==> src/rtl/scan_mux_demux.sv <==
// scan_mux_demux: registered N-channel mux/demux pair sharing one selector (manual sel or round-robin scan).
// Build option SCAN_MUX_PARITY_EN adds o_mux_parity, the XOR of each word loaded into o_mux_out.
module scan_mux_demux #(
   parameter  int WIDTH    = 8,
   parameter  int CHANNELS = 4,
   localparam int SEL_W    = $clog2(CHANNELS)
) (
   input  logic                      i_clk,
   input  logic                      i_reset,
   input  logic                      i_en,
   input  logic                      i_mode,
   input  logic [SEL_W-1:0]          i_sel,
   input  logic [CHANNELS*WIDTH-1:0] i_mux_in,
   output logic [WIDTH-1:0]          o_mux_out,
   output logic [SEL_W-1:0]          o_mux_ch,
   output logic                      o_mux_valid,
   input  logic [WIDTH-1:0]          i_demux_in,
   input  logic                      i_demux_we,
   output logic [CHANNELS*WIDTH-1:0] o_demux_out,
   output logic                      o_frame_done
`ifdef SCAN_MUX_PARITY_EN
   ,
   output logic                      o_mux_parity
`endif
);

   localparam logic [SEL_W:0]   LP_CH_CNT = (SEL_W+1)'(CHANNELS);
   localparam logic [SEL_W-1:0] LP_LAST   = SEL_W'(CHANNELS-1);

`ifdef SCAN_MUX_PARITY_EN
   function automatic logic f_parity(input logic [WIDTH-1:0] i_word);
      return ^i_word;
   endfunction
`endif

   // Wrap at CHANNELS-1 so the pointer never leaves the valid range, even for non-power-of-2 counts.
   function automatic logic [SEL_W-1:0] f_next_ptr(input logic [SEL_W-1:0] i_ptr);
      logic [SEL_W-1:0] v_next;
      if (i_ptr == LP_LAST) begin
         v_next = {SEL_W{1'b0}};
      end else begin
         v_next = i_ptr + {{(SEL_W-1){1'b0}}, 1'b1};
      end
      return v_next;
   endfunction

   logic [SEL_W-1:0]          r_ptr;
   logic [WIDTH-1:0]          r_mux_out;
   logic [SEL_W-1:0]          r_mux_ch;
   logic                      r_mux_valid;
   logic                      r_frame_done;
   logic [CHANNELS*WIDTH-1:0] r_demux;

   logic [SEL_W-1:0]          w_cur;
   logic                      w_cur_valid;
   logic                      w_ptr_last;
   logic                      w_advance;
   logic [WIDTH-1:0]          w_word;
   logic [CHANNELS-1:0]       w_wr_hot;

   assign w_cur       = i_mode ? r_ptr : i_sel;
   assign w_cur_valid = ({1'b0, w_cur} < LP_CH_CNT);
   assign w_ptr_last  = (r_ptr == LP_LAST);
   assign w_advance   = i_en & i_mode;

   // AND-OR select keeps out-of-range selectors from indexing past the packed input.
   always_comb begin
      w_word   = {WIDTH{1'b0}};
      w_wr_hot = {CHANNELS{1'b0}};
      for (int k = 0; k < CHANNELS; k++) begin
         w_word      = w_word | (i_mux_in[k*WIDTH +: WIDTH] & {WIDTH{w_cur == SEL_W'(k)}});
         w_wr_hot[k] = i_demux_we & (w_cur == SEL_W'(k));
      end
   end

   // Mux output register: loads only on a valid enabled sample, otherwise holds.
   always_ff @(posedge i_clk) begin
      if (i_reset) begin
         r_mux_out   <= {WIDTH{1'b0}};
         r_mux_ch    <= {SEL_W{1'b0}};
         r_mux_valid <= 1'b0;
      end else if (i_en && w_cur_valid) begin
         r_mux_out   <= w_word;
         r_mux_ch    <= w_cur;
         r_mux_valid <= 1'b1;
      end else begin
         r_mux_valid <= 1'b0;
      end
   end

   // Scan pointer and end-of-frame pulse.
   always_ff @(posedge i_clk) begin
      if (i_reset) begin
         r_ptr        <= {SEL_W{1'b0}};
         r_frame_done <= 1'b0;
      end else begin
         r_frame_done <= w_advance & w_ptr_last;
         if (w_advance) begin
            r_ptr <= f_next_ptr(r_ptr);
         end
      end
   end

   // Demux holding bank.
   always_ff @(posedge i_clk) begin
      if (i_reset) begin
         r_demux <= {(CHANNELS*WIDTH){1'b0}};
      end else begin
         for (int k = 0; k < CHANNELS; k++) begin
            if (w_wr_hot[k]) begin
               r_demux[k*WIDTH +: WIDTH] <= i_demux_in;
            end
         end
      end
   end

`ifdef SCAN_MUX_PARITY_EN
   logic r_mux_parity;

   // Parity tracks exactly the loads of r_mux_out.
   always_ff @(posedge i_clk) begin
      if (i_reset) begin
         r_mux_parity <= 1'b0;
      end else if (i_en && w_cur_valid) begin
         r_mux_parity <= f_parity(w_word);
      end else begin
         r_mux_parity <= r_mux_parity;
      end
   end

   assign o_mux_parity = r_mux_parity;
`endif

   assign o_mux_out    = r_mux_out;
   assign o_mux_ch     = r_mux_ch;
   assign o_mux_valid  = r_mux_valid;
   assign o_demux_out  = r_demux;
   assign o_frame_done = r_frame_done;

   scan_mux_demux_chk #(
      .CHANNELS (CHANNELS),
      .SEL_W    (SEL_W)
   ) u_chk (
      .i_clk        (i_clk),
      .i_reset      (i_reset),
      .i_ptr        (r_ptr),
      .i_mux_ch     (r_mux_ch),
      .i_mux_valid  (r_mux_valid),
      .i_frame_done (r_frame_done)
   );

endmodule

// scan_mux_demux_chk: structural invariants of the scan pointer and frame pulse.
module scan_mux_demux_chk #(
   parameter int CHANNELS = 4,
   parameter int SEL_W    = 2
) (
   input logic             i_clk,
   input logic             i_reset,
   input logic [SEL_W-1:0] i_ptr,
   input logic [SEL_W-1:0] i_mux_ch,
   input logic             i_mux_valid,
   input logic             i_frame_done
);

   localparam logic [SEL_W:0]   LP_CH_CNT = (SEL_W+1)'(CHANNELS);
   localparam logic [SEL_W-1:0] LP_LAST   = SEL_W'(CHANNELS-1);

   a_ptr_range : assert property (@(posedge i_clk) ({1'b0, i_ptr} < LP_CH_CNT));

   a_frame_ch : assert property (@(posedge i_clk) disable iff (i_reset)
      i_frame_done |-> (i_mux_valid && (i_mux_ch == LP_LAST)));

endmodule

==> config.mk <==
export PLATFORM = sky130hd
export DESIGN_NAME = scan_mux_demux
export DESIGN_NICKNAME = d
export VERILOG_FILES = /design/src/rtl/scan_mux_demux.sv
export SDC_FILE = /design/constraint.sdc
export NUM_CORES = 1
export LEC_CHECK = 0
export CORE_AREA = 5 5 75 77
export CTS_CLUSTER_SIZE = 28
export DETAILED_ROUTE_END_ITERATION = 10
export DIE_AREA = 0 0 80 82
export PLACE_DENSITY_LB_ADDON = 0.3
export SKIP_CTS_REPAIR_TIMING = 1
export SYNTH_ARGS = -nofsm -noshare
export SYNTH_HDL_FRONTEND = slang
export SYNTH_SLANG_ARGS = --single-unit
==> constraint.sdc <==
create_clock -name i_clk -period 2.6 [get_ports i_clk]
set_input_delay 0.65 -clock i_clk [delete_from_list [all_inputs] [get_ports i_clk]]
set_output_delay 0.65 -clock i_clk [all_outputs]
set_load 0.005 [all_outputs]
* Word-level counts from Yosys, hierarchy flattened *
Cells that the tools add are included.

word-level totals
  word-level logic and storage cells = 31
  bits in registers = 46
  output and inout port bits = 44
  bits of input ports = 47

cells by class
  bitwise logic cells = 13
  equal/unequal tests = 4
  reduce and logical (&&, ||, !) cells = 1
  muxes and demuxes = 3
  add/sub/neg operators = 1

operator list
  kind                   count
  $and A8 B8 Y8          4
  $or A8 B8 Y8           3
  $and A1 B1 Y1          6
  $eq A2 B2 Y1 const B   3
  $mux W2                2
  $add A2 B1 Y2 const B  1
  $eq A2 B1 Y1 const B   1
  $logic_not A2 Y1       1
  $mux W1                1

* Depth between registers and ports, before layout *
  depth in word-level cells = 6
  gate-level depth with buffers = 7
  mapped depth without buffers = 4

* Worst setup path after synthesis *
OpenSTA, ideal clock, no wires.

  kind = input port to flip-flop
  from = input i_mode
  to = register r_demux[10], in the netlist o_demux_out[10]
  slack = 0.804 ns
  setup time = 0.132 ns
  path buffers = 2
  data required time = 2.468 ns
  arrival = 1.664 ns
  stages on the path = 6
  cells stage by stage = buf_4 > or3b_1 > a21bo_2 > clkbuf_1 > nand2_1 > a21oi_1

on the way
  word-level cells in the longest chain between the ends = 3

RTL lines
  item                            line  source
  start: declaration              11    input logic i_mode,
  $mux W2                         61    assign w_cur = i_mode ? r_ptr : i_sel;
  $eq A2 B1 Y1                    72    w_wr_hot[k] = i_demux_we & (w_cur == SEL_W'(k));
  $and A1 B1 Y1                   72
  end signal: assignment          107   r_demux <= {(CHANNELS*WIDTH){1'b0}};
  end signal: indexed assignment  111   r_demux[k*WIDTH +: WIDTH] <= i_demux_in;
  end: declaration                52    logic [CHANNELS*WIDTH-1:0] r_demux;

Every way passes these cells.
A chain may end at the register's enable or synchronous reset.

* Worst setup path after layout *
  from = input i_sel[0]
  to = register r_mux_out[7], in the netlist o_mux_out[7]

on the way
  word-level cells in the longest chain between the ends = 6
  elaborated cells on any way between the ends = 12
  classes of those cells = 3 x eq/ne; 1 x mux; 7 x bitwise; 1 x reduce/logical

RTL lines
  item                                              line  source
  start: declaration                                12    input logic [SEL_W-1:0] i_sel,
  $mux W2 (*)                                       61
  $eq A2 B1 Y1 or $logic_not A2 Y1 (tied branches)  71    w_word = w_word | (i_mux_in[k*WIDTH +: WIDTH] & {WIDTH{w_cur == SEL_W'(k)}});
  $and A8 B8 Y8                                     71
  $or A8 B8 Y8 (2 in series)                        71
  $or A8 B8 Y8 (*)                                  71
  end signal: assignment                            79    r_mux_out <= {WIDTH{1'b0}};
  end signal: assignment                            83    r_mux_out <= w_word;
  end: declaration                                  48    logic [WIDTH-1:0] r_mux_out;

Every way passes the cells marked *; elsewhere a longest branch is shown, timed or not.

==> results by group <==
Synthesis
  • Largest area contributor in the netlist: dfxtp_1
  • Seq/Total Area, Yosys: 43.6%
  • Synthesized area: 2110 um2
  • Yosys top cell area share: 43.6%
  • Area contributors post-synth: dfxtp_1 44%, a21oi_1 8.5%, nand3_1 8.3%
  • Yosys reg bits: 46
  • Cells after synthesis: 254
  • Avg Inst Size Synth: 8.31 um2
  • Syn_nets: 302
  • Post-synthesis cell type count: 35
  • Async SR Flop Fraction: 0%
  • Post-synth EDFFs: 0
  • Yosys Warn Count: 0
  • Synth Flop Type: dfxtp_1

Detailed routing
  • Total number of vias: 2151
  • DRT antenna net count: 0
  • DRC Markers: 0
  • Routed len/inst: 14.9 um
  • Initial DRC Count: 200
  • Detailed Routing Iterations Pass 1: 4
  • Via/cell ratio: 5.29
  • Routed wire length: 6.07 mm

Layout
  • ANT cells: 0
  • Commonest non-fill, non-tap cell in the layout: clkdlybuf4s50_1
  • Nets: 384
  • Layout Cells excl Fill: 407
  • Area Growth Syn to Fin: 49.1%
  • Share of layout cells above drive strength 1: 7.12%
  • Commonest cells after routing, fill and taps aside: 90 x clkdlybuf4s50_1, 46 x dfxtp_1, 40 x nand2_1, 36 x a21oi_1, 35 x nand3_1
  • Fillers: 442

CTS
  • Root Buffer: clkbuf_8
  • Clock Sinks: 46
  • TritonCTS clock tree: built
  • Clock transition at path regs: 0.08 ns
  • CTS Buf Count: 5
  • Skew-Pair Late Insertion Delay: 0.30 ns
  • H-tree depth: 2
  • Clk buf depth: 2

Critical path
  • Startpoint Class: primary input
  • Max incr delay on CP: 0.74 ns
  • Worst Setup End Kind: flip-flop
  • Crit-path slowest cell: clkdlybuf4s50_1
  • CP endpoint: o_mux_out[7]
  • Cell family with most CP delay: buffers and inverters
  • R2R Path Start: r_ptr[0]
  • WS Path Type: in2reg
  • WP data arrival: 2.38 ns
  • Data required, critical path: 2.77 ns
  • WP buf/inv: 1
  • Worst Setup SP: i_sel[0]
  • CP Max Fanout: 12
  • FF-to-FF path depth: 5
  • Stages on worst setup path: 5
  • R2R Setup Slk: 0.90 ns
  • Critical Path, Cell by Cell: clkdlybuf4s50_1 -> or3_4 -> nand2_2 -> a2111oi_0 -> nor3_1
  • FF-to-FF End: o_mux_out[3]

Timing
  • Fin worst setup slack: 0.393 ns
  • Fin crit share: 84.9%
  • Setup TNS Final: 0 ns
  • Period minus WS final: 2.21 ns
  • Fin Clk Skew: 0.00644 ns
  • Finish-stage setup viols: 0
  • Slew margin rel.: 61.4%
  • Unrepaired setup endpoints after global routing: no
  • Slew at the pin closest to its max-slew limit: 0.575 ns
  • Fmax: 453 MHz
  • Slew Limit Fails: 0
  • Final hold vios: 0

Global routing
  • Largest net degree at the start of global routing: 29
  • Number of global-route vias before repair: 1954
  • Total grt overflow: 0
  • Initial antenna violation count: 0
  • First-pass GRT wire length: 9.66 mm
  • Gr usage total: 18.9%

Pwr
  • Pwr/cell area: 501 nW/um2
  • Clock Power Share: 33.3%
  • Sw Ratio: 24.4%
  • Internal power: 1.19 mW
  • Peak VDD IR: 0.333 mV
  • NetSw: 0.385 mW
  • Gate power share: 19.1%
  • Leakage: 1.09 nW
  • Register share of total power: 47.7%

Place
  • Dpl hpwl: 4.52 mm
  • Pre-CTS setup slack: 0.0689 ns
  • Buffers on Ports: 90
  • Placer Congestion: 0.801
  • Placed Cells: 399

Die
  • Core area: 4940 um2
  • Width of the die: 80 um
  • Row count: 26
  • Starting Density: 42.7%
  • Die height: 82 um
  • Die footprint: 6560 um2
  • IO Pins: 91

Outcome
  • Status: finished, final reports clean

Min path
  • Worst min path class: reg2reg

Job
  • Max-cap violations: 0
==> flip-flops by register name, summed over array words and instances, names as in the netlist <==
name / cells
o_demux_out: 32
o_frame_done: 1
o_mux_ch: 2
o_mux_out: 8
o_mux_valid: 1
r_ptr: 2
==> synthesized netlist by cell type (all sizes together) (3+ instances only) <==
library cell / number
nand2b: 5
mux2i: 8
a22oi: 4
nor3: 3
nand2: 41
nand3: 35
clkbuf: 14
a21boi: 3
buf: 11
or3b: 3
dfxtp: 46
nand3b: 4
a21bo: 3
a311oi: 6
a21oi: 36
o32a: 3
nor2: 12
==> routing by layer <==
| metal | vias up | routed length (um) | GRT usage, % |
|---|---|---|---|
| li1 | 1067 | - | - |
| met1 | 997 | 2710 | 26.4 |
| met2 | 81 | 2850 | 29.2 |
| met3 | 6 | 436 | 3.84 |
| met4 | 0 | 70 | 6.25 |
| met5 | - | 0 | 0 |
==> worst min path at each step <==
stage | start | to | slack, ns | cells past startpoint
after floorplan | o_demux_out[0] | o_demux_out[0] | 0.45 | 2
after global placement | o_demux_out[0] | o_demux_out[0] | 0.44 | 2
after detailed placement | o_demux_out[23] | o_demux_out[23] | 0.45 | 2
after CTS | o_demux_out[23] | o_demux_out[23] | 0.46 | 2
final | o_demux_out[1] | o_demux_out[1] | 0.46 | 2
after global routing | o_demux_out[2] | o_demux_out[2] | 0.48 | 2
==> per-stage QoR <==
step | utilization, % | area (um2) | hold slack (ns) | total power, mW
global placement | 61.4 | 3040 | 0.442 | 1.06
floorplan | - | 2110 | 0.453 | 0.903
global route | 63.6 | 3150 | 0.477 | 1.65
CTS | 63.6 | 3150 | 0.459 | 1.58
detailed placement | 61.4 | 3040 | 0.447 | 1.07
finish | 63.6 | 3150 | 0.457 | 1.58
==> power by group through the flow <==
stage / sequential, mW / clock (mW) / combinational [mW]
6_report: 0.751 / 0.524 / 0.300
3_3_place_gp: 0.767 / 0 / 0.296
2_1_floorplan: 0.769 / 0 / 0.134
3_5_place_dp: 0.768 / 0 / 0.299
4_1_cts: 0.751 / 0.531 / 0.301
5_1_grt: 0.756 / 0.567 / 0.327
==> worst min-delay path, delay by kind of cell, from the launching register on <==
| kind | cells | cell delay, ns |
|---|---|---|
| compound gates | 1 | 0.05 |
| simple gates | 1 | 0.05 |
| flops | 1 | 0.32 |
==> logic make-up after synthesis <==
group,share of synthesized area [%]
AO/OA/AOI/OAI,20.2
adder cells (fa/ha/maj),0.593
buffers and inverters,6.52
flip-flops,43.6
multiplexers,3.79
AND/OR/NAND/NOR,25.3
==> layout make-up <==
class / count / area [um2] / area share [%]
multi-input combinational: 183 / 1050 / 33.4
sequential: 46 / 921 / 29.3
tap: 70 / 87.6 / 2.78
timing repair buffer: 100 / 976 / 31.0
clock inverter: 2 / 37.5 / 1.19
clock buffer: 6 / 72.6 / 2.31
No activity file was read; power rests on OpenSTA's default activity.
